File: src/rtl/rc5_scan_pkg.sv
// Shared types and constants for the rc5 scan/validation path.
// Field offsets and strobe indices describe the default 168-bit input chain layout.
package rc5_scan_pkg;

  typedef enum logic [1:0] {
    S_IDLE     = 2'd0,
    S_ARMED    = 2'd1,
    S_CAPTURED = 2'd2
  } state_t;

  localparam int unsigned DEF_IN_W    = 168;
  localparam int unsigned DEF_OUT_W   = 33;
  localparam int unsigned DEF_PULSE_W = 3;
  localparam int unsigned DEF_TIMEOUT = 1024;

  localparam int unsigned KEY_LSB = 0;
  localparam int unsigned DIN_LSB = 128;
  localparam int unsigned NR_LSB  = 160;

  localparam int unsigned LOAD_KEY  = 0;
  localparam int unsigned START_ENC = 1;
  localparam int unsigned START_DEC = 2;

endpackage

File: src/rtl/rc5_scan_shreg.sv
// Generic shift register with parallel load; load has priority over shift.
module rc5_scan_shreg #(
  parameter int unsigned W = 8
) (
  input  logic         clk,
  input  logic         rst,
  input  logic         load,
  input  logic [W-1:0] load_val,
  input  logic         shift,
  input  logic         sin,
  output logic [W-1:0] q
);

  always_ff @(posedge clk) begin
    if (!rst)       q <= '0;
    else if (load)  q <= load_val;
    else if (shift) q <= {q[W-2:0], sin};
  end

endmodule

File: src/rtl/rc5_scan_ctrl.sv
// Bit-serial scan controller between tester pins and the rc5 core: input chain
// apply with strobes, result capture with timeout, serial readout.
module rc5_scan_ctrl
  import rc5_scan_pkg::*;
#(
  parameter int unsigned IN_W    = DEF_IN_W,
  parameter int unsigned OUT_W   = DEF_OUT_W,
  parameter int unsigned PULSE_W = DEF_PULSE_W,
  parameter int unsigned TIMEOUT = DEF_TIMEOUT
) (
  input  logic                    clk,
  input  logic                    rst,
  input  logic                    scan_en,
  input  logic                    scan_in,
  input  logic                    begin_validate,
  output logic                    scan_out,
  output logic [IN_W-PULSE_W-1:0] core_in,
  output logic [PULSE_W-1:0]      core_strobe,
  input  logic [OUT_W-2:0]        core_out,
  input  logic                    core_done,
  output logic                    busy,
  output logic                    len_err,
  output logic                    to_err
);

  localparam int unsigned CW = $clog2(IN_W + 2);
  localparam int unsigned TW = $clog2(TIMEOUT + 1);

  state_t                  state;
  logic                    bv_q;
  logic [CW-1:0]           cnt;
  logic [TW-1:0]           timer;
  logic [IN_W-1:0]         sin_q;
  logic [OUT_W-1:0]        sout_q;
  logic [OUT_W-2:0]        sout_unused;
  logic [IN_W-PULSE_W-1:0] core_in_q;
  logic [PULSE_W-1:0]      strobe_q;

  logic rise, fall, sin_shift, cnt_ok, armed_chk, cap_done, cap_to, sout_load;
  logic [OUT_W-1:0] sout_val;

  always_comb begin
    rise      = begin_validate & ~bv_q;
    fall      = ~begin_validate & bv_q;
    sin_shift = scan_en & ~begin_validate;
    cnt_ok    = (cnt == CW'(IN_W));
    // A falling begin_validate implies it is low, so no capture on that edge.
    armed_chk = (state == S_ARMED) & begin_validate;
    cap_done  = armed_chk & core_done;
    cap_to    = armed_chk & ~core_done & (timer == TW'(TIMEOUT - 1));
    sout_load = cap_done | cap_to;
    sout_val  = '0;
    if (cap_done) sout_val = {core_done, core_out};
  end

  rc5_scan_shreg #(.W(IN_W)) u_sin (
    .clk      (clk),
    .rst      (rst),
    .load     (1'b0),
    .load_val ('0),
    .shift    (sin_shift),
    .sin      (scan_in),
    .q        (sin_q)
  );

  rc5_scan_shreg #(.W(OUT_W)) u_sout (
    .clk      (clk),
    .rst      (rst),
    .load     (sout_load),
    .load_val (sout_val),
    .shift    (scan_en),
    .sin      (1'b0),
    .q        (sout_q)
  );

  always_ff @(posedge clk) begin
    if (!rst) begin
      state     <= S_IDLE;
      bv_q      <= 1'b0;
      cnt       <= '0;
      timer     <= '0;
      core_in_q <= '0;
      strobe_q  <= '0;
      len_err   <= 1'b0;
      to_err    <= 1'b0;
    end else begin
      bv_q     <= begin_validate;
      strobe_q <= '0;
      if (sin_shift && cnt != CW'(IN_W + 1)) cnt <= cnt + CW'(1);
      if (fall) begin
        state <= S_IDLE;
        cnt   <= '0;
      end else begin
        case (state)
          S_IDLE: begin
            if (rise) begin
              if (cnt_ok) begin
                core_in_q <= sin_q[IN_W-PULSE_W-1:0];
                strobe_q  <= sin_q[IN_W-1:IN_W-PULSE_W];
                timer     <= '0;
                state     <= S_ARMED;
                len_err   <= 1'b0;
                to_err    <= 1'b0;
              end else begin
                len_err <= 1'b1;
              end
            end
          end
          S_ARMED: begin
            if (cap_done) begin
              state <= S_CAPTURED;
            end else if (cap_to) begin
              to_err <= 1'b1;
              state  <= S_CAPTURED;
            end else begin
              timer <= timer + TW'(1);
            end
          end
          default: ;
        endcase
      end
    end
  end

  assign sout_unused = sout_q[OUT_W-2:0];
  assign scan_out    = sout_q[OUT_W-1];
  assign core_in     = core_in_q;
  assign core_strobe = strobe_q;
  assign busy        = (state == S_ARMED);

endmodule
File: config.mk
export PLATFORM = sky130hd
export DESIGN_NAME = rc5_scan_ctrl
export DESIGN_NICKNAME = d
export VERILOG_FILES = /design/src/rtl/rc5_scan_pkg.sv /design/src/rtl/rc5_scan_shreg.sv /design/src/rtl/rc5_scan_ctrl.sv
export SDC_FILE = /design/constraint.sdc
export NUM_CORES = 1
export LEC_CHECK = 0
export CAP_MARGIN = 5
export CORE_ASPECT_RATIO = 0.8
export CORE_MARGIN = 2
export CORE_UTILIZATION = 49
export DETAILED_ROUTE_END_ITERATION = 8
export PLACE_DENSITY = 0.82
export SLEW_MARGIN = 20
export SYNTH_ARGS = -nofsm -noshare
export SYNTH_HDL_FRONTEND = slang
export SYNTH_SLANG_ARGS = --single-unit
File: constraint.sdc
create_clock -name clk -period 5.84 [get_ports clk]
set_input_delay 1.168 -clock clk [delete_from_list [all_inputs] [get_ports clk]]
set_output_delay 1.168 -clock clk [all_outputs]
set_load 0.02 [all_outputs]
Yosys cells after proc, flatten, opt, wreduce, memory -nomap -nowiden. Cells that the tools add are included.

Register bits: 393. Input port bits: 38. Output and inout port bits: 172. Logic and storage cells: 68.

Add/subtract/negate cells: 2. Eq/ne operators: 10. Muxes and demuxes: 19. Bitwise gates (word level): 16. Reductions and logical operators: 11.

Operator list (count): 2-to-1 mux 33 bit (3); 2-to-1 mux 11 bit (4); case mux 11 bit (2 select lines) (1); AND reduction 6 bit (2); adder 11 x 1 -> 11 bit, second input constant (1); == test 11 x 10 -> 1 bit, second input constant (1); adder 8 x 1 -> 8 bit, second input constant (1); == test 8 bit, second input constant (1); 2-to-1 mux 2 bit (4); != test 2 bit, second input constant (4); != test 8 bit, second input constant (1); NOT 1 bit (8); AND reduction 4 bit (2); AND 1 bit (7); 2-to-1 mux 1 bit (5); OR reduction 5 bit (1); case mux 2 bit (2 select lines) (1); nonzero test 2 bit (2); != test 3 x 1 -> 1 bit, second input constant (1); AND reduction 3 bit (1); == test 2 x 1 -> 1 bit, second input constant (1); logical NOT 2 bit (1); != test 2 x 1 -> 1 bit, second input constant (1); case mux 1 bit (2 select lines) (1); other kinds (3) (3).

Longest topological paths before layout.
Word-level depth: 7. Mapped depth: 10. Mapped depth without buffers: 7.

Cells and area by module. From an unflattened synthesis, not the netlist that was laid out.

Cell total of the unflattened synthesis: 1801. Area total of the unflattened synthesis: 18031.0 µm².

Modules (own cells, without submodules): rc5_scan_shreg (u_sin) (instances 1, cells each 747, area each 8703.3 µm², seq. area each 3363.2 µm²); rc5_scan_ctrl (instances 1, cells each 907, area each 7527.2 µm², seq. area each 3843.7 µm²); rc5_scan_shreg (u_sout) (instances 1, cells each 147, area each 1800.5 µm², seq. area each 660.6 µm²).

Worst setup path before layout. Ideal clock, no wire load.

Path kind: input to register. Start: input begin_validate. End: register cnt[7]. Library setup time: 71 ps. Arrival time: 2366 ps. Data required time: 5769 ps. Slack: 3404 ps. Stages on the path: 6. Path buffers: 1. Path through: nand2b_1 > clkbuf_1 > a31oi_2 > nand4_1 > or3_1 > a21oi_1.

Word-level cells in the longest chain between the ends: 3. Elaborated cells on any way between the ends: 5. Classes of those cells: bitwise: 3; reduce/logical: 2.

Ends and longest elaborated chain: start: declaration (line rc5_scan_ctrl.sv:15) `input logic begin_validate,`; NOT 1 bit (*) (line rc5_scan_ctrl.sv:44, rc5_scan_ctrl.sv:45); AND 1 bit, on equally long branches (line rc5_scan_ctrl.sv:44, rc5_scan_ctrl.sv:45); OR reduction 2 bit (no source line) / logical AND 1 bit (equally long branches); end signal: assignment (line rc5_scan_ctrl.sv:89) `if (sin_shift && cnt != CW'(IN_W + 1)) cnt <= cnt + CW'(1);`; end: declaration (line rc5_scan_ctrl.sv:31) `logic [CW-1:0] cnt;`.

Every way passes the cells marked *; elsewhere a longest branch is shown, timed or not. A chain may end at the register's enable or synchronous reset.

Final worst setup path.
Start: register state[0]. End: output busy.

Word-level cells in the longest chain between the ends: 1.

Ends and longest elaborated chain: start: declaration (line rc5_scan_ctrl.sv:29) `state_t state;`; start signal: assignment (line rc5_scan_ctrl.sv:78) `state <= S_IDLE;`; start signal: assignment (line rc5_scan_ctrl.sv:91) `state <= S_IDLE;`; start signal: assignment (line rc5_scan_ctrl.sv:101) `state <= S_ARMED;`; == test 2 x 1 -> 1 bit (line rc5_scan_ctrl.sv:129) `assign busy = (state == S_ARMED);`; end: declaration (line rc5_scan_ctrl.sv:21) `output logic busy,`.

No other way between the ends.

==> flow_summary_export.csv <==
group,metric,value,unit
clocking,ctsHoldBuffers,0,
timing,relSlewSlack,28.1,%
route,dr.first_iter.drc_count,718,
synth,yosys_warnings,0,
grt,antenna_found_initial,0,
synth,syn_inst,1789,
synth,yosysTopAreaCellShare,52.3,%
die,coreArea,30300,µm²
status,status,"finished clean",
min_path,hp-class,"flop to flop",
synth,netlist_top_cells_area,"dfxtp_1 52%, nand2_1 18%, a21boi_0 11%, a21boi_1 6.0%, clkbuf_1 2.4%",
clocking,cts_setup_buffers,0,
clocking,clkSinkCount,393,
clocking,clockRootBuffer,"clkbuf_16",
timing,drv_slew,0,
grt,grt_overflow,0,
placed_design,gp_congestion,0.763,
pwr,p_per_area,289,nW/µm²
synth,ys_types,49,
synth,synth_most_common_cell,"nand2_1",
layout,final_layout_size_suffix_gt1_share,4.33,%
critical_path,r2r_slack,3130,ps
critical_path,start_kind,"flop",
placed_design,portBuffers,209,
route,viasPerCell,5.11,
route,wire_per_inst,13.6,µm
critical_path,critical-path-max-stage-delay,690,ps
critical_path,slowest_stage,"clkdlybuf4s50_1",
critical_path,path_depth,3,
clocking,cts-resized-gates,0,
synth,ys_seq_elements,393,
clocking,cts_max_path_buffers,3,
timing,setup_viol,0,
critical_path,end_kind,"output port",
route,dr.pass1.iters,7,
die,die_w,200,µm
clocking,cts_buffers,40,
die,dieArea,32100,µm²
layout,diodes,0,
synth,yosys_most_used_dff,"dfxtp_1",
die,rows,57,
critical_path,path_cells,"nand2b_1 > inv_2 > clkdlybuf4s50_1",
timing,fin_tns_setup,0,ps
synth,synth_area_per_cell,8.40,µm²
synth,ys_seq_area_share,52.3,%
critical_path,worstPathBufferInverterCount,2,
route,ant_nets,0,
min_path,min_path_cells,2,
timing,max_freq,283,MHz
clocking,cts_tree,"built",
critical_path,worstPathRequired,4670,ps
die,io_pins,210,
synth,synthArstFlopShare,0,%
clocking,clk_pin_slew_worst_paths,60,ps
timing,min_period,3530,ps
job,cap_viol_max_count,0,
critical_path,crit_type,"flop to output port",
timing,fin_skew,11.7,ps
layout,area_growth,23.3,%
timing,worst_hold_slack,449,ps
route,routed_wirelength,32000,µm
synth,synth_top_cell_by_area,"dfxtp_1",
route,drc,0,
timing,rsz0062_at_grt,"false",
pwr,peakVddDrop,221,µV
grt,grt_pass1_wl,52900,µm
timing,period_share,60.5,%
synth,synth_fp_nets,1831,
die,die_y,161,µm
pwr,p_leak,6.12,nW
synth,mappedNetlistArea,15000,µm²
grt,grt_use_total,19.6,%
synth,synth_common_cells,"708 x nand2_1, 393 x dfxtp_1, 215 x a21boi_0",
clocking,clock_latency,530,ps
timing,worst_slew_pin_slew,1080,ps
layout,fill_cells,2545,
die,start_util,49.6,%
layout,final_nets,1953,
critical_path,critPathMaxFanout,14,
grt,grt_pass1_vias,11000,
placed_design,hpwl,19300,µm
timing,hold_viol,0,
grt,grt_max_degree,240,
critical_path,critical_path_arrival,2370,ps
clocking,h-tree-depth,2,
synth,synth_edf_count,0,
critical_path,ff2ff_path_depth,7,
route,vias,12000,
critical_path,crit_family,"buffers and inverters",
flip-flops by register name (all words and copies together) (netlist names):
register	cells
u_sout.q	33
len_err	1
core_strobe	3
core_in	165
u_sin.q	168
to_err	1
bv_q	1
cnt	8
timer	11
state	2
cell families (layout without fill, tap and decap cells):
group	count (synthesis)	after routing	synth area share (%)
AOI/OAI and AO/OA	427	427	21.2
xor gates and xnor gates	5	5	0.291
adders and majority gates	4	4	0.333
buffers and inverters	147	299	4.02
DFF	393	393	52.3
muxes	1	1	0.0666
and+or+nand+nor	812	812	21.7
metal layers:
layer / vias up / wire (µm) / track usage [%] / part of all wire, %
li1: 6112 / - / - / -
met1: 5581 / 15100 / 26.9 / 47
met2: 291 / 14200 / 31.0 / 45
met3: 47 / 2010 / 4.72 / 6.3
met4: 0 / 575 / 5.29 / 1.8
met5: - / 0 / 0 / 0
area by class of cell:
| type | count | area (µm²) | share of cell area, % |
|---|---|---|---|
| flip-flops and latches | 393 | 7870 | 42.4 |
| multi-input cells | 1249 | 6590 | 35.6 |
| repair buffers | 220 | 2260 | 12.2 |
| clock buffers | 57 | 1140 | 6.13 |
| well taps | 413 | 517 | 2.79 |
| clock inverters | 15 | 143 | 0.769 |
| inverters | 7 | 26.3 | 0.142 |
worst min-delay path, stage by stage, from the launching register on:
cell and delay [ps]:
dfxtp_1 300, nand2_1 50, a21boi_1 50
worst paths after layout:
kind                    from            to
setup / recovery    state[0]          busy
hold / removal    core_in[7]    core_in[7]
setup reg to reg    timer[0]  u_sout.q[20]
hold reg to reg   core_in[7]    core_in[7]
placed cells by master, fill, tap and decap left out, drive strengths merged, types with 5 or more instances in the layout:
master	n
nand2	708
and3	6
a21oi	5
clkdlybuf4s50	207
nor2	23
a21boi	336
o21ai	40
inv	9
clkinv	7
dfxtp	393
buf	12
o311a	30
nor2b	34
clkbuf	58
nand3	11
metrics by stage:
stage	util (%)	setup WS (ps)	cells	power [mW]	cell area (µm²)
global placement	56.8	2050	2280	2.94	17200
global route	61.2	2160	2354	5.55	18500
detailed placement	56.9	1950	2281	2.95	17200
floorplan	-	3400	1789	2.89	15000
CTS	61.1	2300	2353	5.42	18500
finish	61.2	2310	2354	5.36	18500
report_power, final:
| part | internal [mW] | leakage [nW] | switching (mW) |
|---|---|---|---|
| Combinational | 0.0838 | 2.33 | 0.0978 |
| Sequential | 2.70 | 3.17 | 0.00870 |
| Clock | 1.45 | 0.619 | 1.03 |
| Total | 4.23 | 6.12 | 1.13 |
Power figures use the tool's default switching activity.
==> RTL change 1, RTL diff (same flow settings) <==
Make the reset (`rst`) asynchronous in 2 clocked blocks.
--- a/src/rtl/rc5_scan_shreg.sv
+++ b/src/rtl/rc5_scan_shreg.sv
@@ -12,5 +12,5 @@
 );
 
-  always_ff @(posedge clk) begin
+  always_ff @(posedge clk or negedge rst) begin
     if (!rst)       q <= '0;
     else if (load)  q <= load_val;
--- a/src/rtl/rc5_scan_ctrl.sv
+++ b/src/rtl/rc5_scan_ctrl.sv
@@ -74,5 +74,5 @@
   );
 
-  always_ff @(posedge clk) begin
+  always_ff @(posedge clk or negedge rst) begin
     if (!rst) begin
       state     <= S_IDLE;
Formal check against the unedited RTL: differs if rst is asserted again (counterexample within 4 cycles, from zero or initial values and one cycle with rst low); with rst held inactive, the same outputs for 4 cycles.
==> RTL change 1 against the unedited design <==
  * Synthesized cell count shrank 24%
  * Register-to-register slack worse by 0.18 ns
  * Final area rose by 4.7%
  * Power is 1.6% higher
  * Worst setup slack worse by 0.015 ns
  * Sequential cell count stayed put
  * Critical path depth grew 2
  * Routed wire length is 2.1% lower
  * Area after synthesis grew 4.7%
  * Core utilization grew 0.45 points
  * First-iteration DRC count down 17%
  * Critical path type is now primary input to flop
==> RTL change 1: results <==
metrics = {
    "finish": {
        "fin_nets": 1587,
        "regMostFlops": "u_sin.q",
        "drive_gt1_frac": 0.123,
        "fin_cells": 1989,
    },
    "placed_design": {
        "place_area_mm2": 0.0181,
        "place.gp.congestion": 0.772,
        "dp_hpwl_um": 19400,
        "placedCellCount": 1921,
        "dp_slack_ns": 1.77,
    },
    "global_route": {
        "grt_first_pass_wirelength_um": 52500,
        "grt_pass1_vias": 10100,
        "grt.met1_usage": 0.272,
        "grt_max_degree": 128,
        "grt.met2_usage": 0.300,
        "track_usage": 0.192,
        "grtUsageMet3": 0.0427,
        "overflow": 0,
    },
    "routing": {
        "via_per_inst": 5.05,
        "dr.pass1.iters": 5,
        "met1_length_um": 14500,
        "route.met2.wl_um": 14400,
        "drtIter0Drc": 596,
        "wl_met3_um": 1660,
        "routedWlPerCell_um": 15.7,
    },
    "timing": {
        "fin_skew_ns": 0.0132,
        "worst_slew_margin_rel": 0.331,
    },
    "yosys": {
        "yosysUniqueCellTypes": 45,
        "async_flop_share": 1.00,
        "netlist_top_cells_count": "nand2_1 (550), dfrtp_1 (393), mux2_4 (100)",
        "synth-adder-area-share": 0.00557,
        "ys.flop_type": "dfrtp_1",
        "postSynthAreaPerCell_um2": 11.6,
        "synth-compound-area-share": 0.0240,
        "synth_nets": 1396,
        "yosys-top-cells-area": "dfrtp_1 (62%), nand2_1 (13%), mux2_4 (9.5%), mux2_1 (3.6%), mux2i_1 (2.0%)",
        "ys_seq_area_frac": 0.625,
        "synthMuxAreaShare": 0.163,
    },
    "critical_path": {
        "arrival_ns": 3.95,
        "cpPeakStageDelay_ns": 0.78,
        "cp_slowest_cell": "buf_4",
        "cp_max_fo": 47,
    },
    "pwr": {
        "seqPwrFrac": 0.508,
        "peakVddDrop_v": 0.000257,
        "leakagePower_nw": 10.2,
        "p_int_mw": 4.32,
        "comb_power_share": 0.031,
    },
    "status": {
        "status": "completed",
    },
    "clocking": {
        "htree_levels": 2,
        "cts_made_buffers": 39,
    },
}
==> RTL change 1: cell types whose count changed after synthesis, moves of 50 or more <==
cell and delta:
a21boi_1 -121, nand2_1 -158, dfrtp_1 +393, mux2_1 +50
a21boi_0 -215, dfxtp_1 -393, mux2_4 +100, clkbuf_1 -54
==> RTL change 1: worst paths after layout <==
kind,startpoint,end,slack (ns),depth (start not counted)
min in group asynchronous,rst,core_in[86],0.75,1
setup / recovery,begin_validate,core_in[52],2.29,5
hold reg to reg,core_in[142],core_in[142],0.49,1
max in group asynchronous,rst,core_in[151],3.90,2
setup reg to reg,cnt[2],core_in[52],2.95,5
hold / removal,core_in[142],core_in[142],0.49,1
==> RTL change 1: layout make-up <==
class,count,area [um^2]
fill,2449,12100
sequential,393,9830
multi-input combinational,883,5510
timing repair buffer,219,2220
clock buffer,60,1180
tap,420,526
clock inverter,8,119
inverter,6,22.5
==> RTL change 2, RTL diff (config.mk and constraints unchanged) <==
Made on the original files. The package constant `DEF_TIMEOUT` goes from 1024 to 512.
--- a/src/rtl/rc5_scan_pkg.sv
+++ b/src/rtl/rc5_scan_pkg.sv
@@ -12,5 +12,5 @@
   localparam int unsigned DEF_OUT_W   = 33;
   localparam int unsigned DEF_PULSE_W = 3;
-  localparam int unsigned DEF_TIMEOUT = 1024;
+  localparam int unsigned DEF_TIMEOUT = 512;
 
   localparam int unsigned KEY_LSB = 0;
Function: no difference found for any inputs over 4 cycles, from zero or initial values and one cycle with rst low; that may be too few to reach the edited logic, so the function may still have changed.
==> RTL change 2 against the unedited design <==
  * Clock skew grew 0.0079 ns
  * Power rose by 3.6%
  * Sequential cell count decreased by 1
  * Worst hold slack better by 0.014 ns
  * Area after synthesis decreased by 0.77%
  * Sequential share of layout area shrank 0.10 points
  * Worst setup slack gained 0.14 ns
  * Routed wire length grew 3.4%
  * Global-route usage rose by 0.82 points
  * Final area hardly changed
  * Non-clock buffer count stayed put
  * Critical path type is now primary input to flop
  * Largest power group unchanged
==> RTL change 2: results <==
metrics = {
    "clocking": {
        "clock_latency_ns": 0.53,
        "clock-sinks": 392,
        "htree_levels": 2,
        "cts_made_buffers": 39,
    },
    "finish": {
        "clkCellAreaFrac": 0.0753,
        "multi_input_area_mm2": 0.00654,
        "clkbuf_count": 53,
        "design_area_mm2": 0.0185,
        "n_all_inverters": 4,
        "buf_share": 0.120,
        "drive_gt1_frac": 0.0462,
        "fin_cells": 2339,
        "fillCellCount": 2518,
        "multi_input_gates": 1240,
        "fin_nets": 1939,
        "sh_seq_area": 0.423,
    },
    "global_route": {
        "grt_pass1_vias": 11300,
        "grt.met2_usage": 0.334,
        "grt_busiest_layer": "met2",
        "grt.met1_usage": 0.272,
        "grt_max_degree": 220,
        "grtUsageMet3": 0.0412,
        "track_usage": 0.205,
        "grt_first_pass_wirelength_um": 54800,
    },
    "placed_design": {
        "place.gp.congestion": 0.809,
        "dp_slack_ns": 1.95,
        "dp_hpwl_um": 19800,
        "io_buffers": 209,
        "place_area_mm2": 0.0171,
    },
    "timing": {
        "fin_skew_ns": 0.0196,
        "worst_pin_slew_ns": 1.05,
    },
    "pwr": {
        "finalPower_mw": 5.56,
        "leakagePower_nw": 6.17,
        "pg_clk_mw": 2.67,
        "peakVddDrop_v": 0.000244,
        "pg_comb_mw": 0.189,
        "swShare": 0.204,
    },
    "die": {
        "dieArea_mm2": 0.0319,
    },
    "yosys": {
        "postSynthAreaPerCell_um2": 8.44,
        "netlist_top_cells_count": "nand2_1 (679), dfxtp_1 (392), a21boi_0 (335)",
        "synth_nets": 1809,
        "ys_seq_area_frac": 0.526,
        "async_flop_share": 0,
        "yosys-top-cells-area": "dfxtp_1 (53%), nand2_1 (17%), a21boi_0 (17%), clkbuf_1 (2.8%), a22oi_1 (1.5%)",
        "yosysUniqueCellTypes": 43,
    },
    "routing": {
        "dr.pass1.iters": 5,
        "drtIter0Drc": 817,
        "vias": 12000,
        "met1_length_um": 15100,
        "top_layer_used": "met4",
        "route.met2.wl_um": 15400,
        "wl_met3_um": 1720,
        "wl_um": 33000,
    },
    "critical_path": {
        "crit_family": "simple AND/OR/NAND/NOR gates",
        "cpPeakStageDelay_ns": 0.76,
        "cp_slowest_cell": "and4_4",
        "cp_max_fo": 107,
    },
    "status": {
        "status": "completed",
    },
}
RTL change 2: cell types whose count changed in the layout (fill, tap and decap cells not counted), sizes merged, moves of 28 or more:
cell    before  now
a22oi        0   30
nand2      708  679
nand2b       4   32
nor2        23   51
nor2b       34    6
nor3b        0   30
o21ai       40    7
o311a       30    0
RTL change 2: worst paths after layout:
path	start	end	slack, ns	cells after the start
max reg2reg	timer[0]	u_sout.q[18]	3.12	6
min	core_in[154]	core_in[154]	0.46	2
min reg2reg	core_in[154]	core_in[154]	0.46	2
max	begin_validate	core_in[15]	2.44	6
RTL change 2: cell families after synthesis:
group                      synth area share
muxes                              0.000671
and+or+nand+nor                       0.233
buffers and inverters                0.0369
adders and majority gates           0.00336
xor gates and xnor gates            0.00529
DFF                                   0.526
AOI/OAI and AO/OA                     0.194
RTL change 2: worst min-delay path: stages, from the launching register on:
cell and delay [ns]:
dfxtp_1 0.31, nand2_1 0.04, a21boi_0 0.06
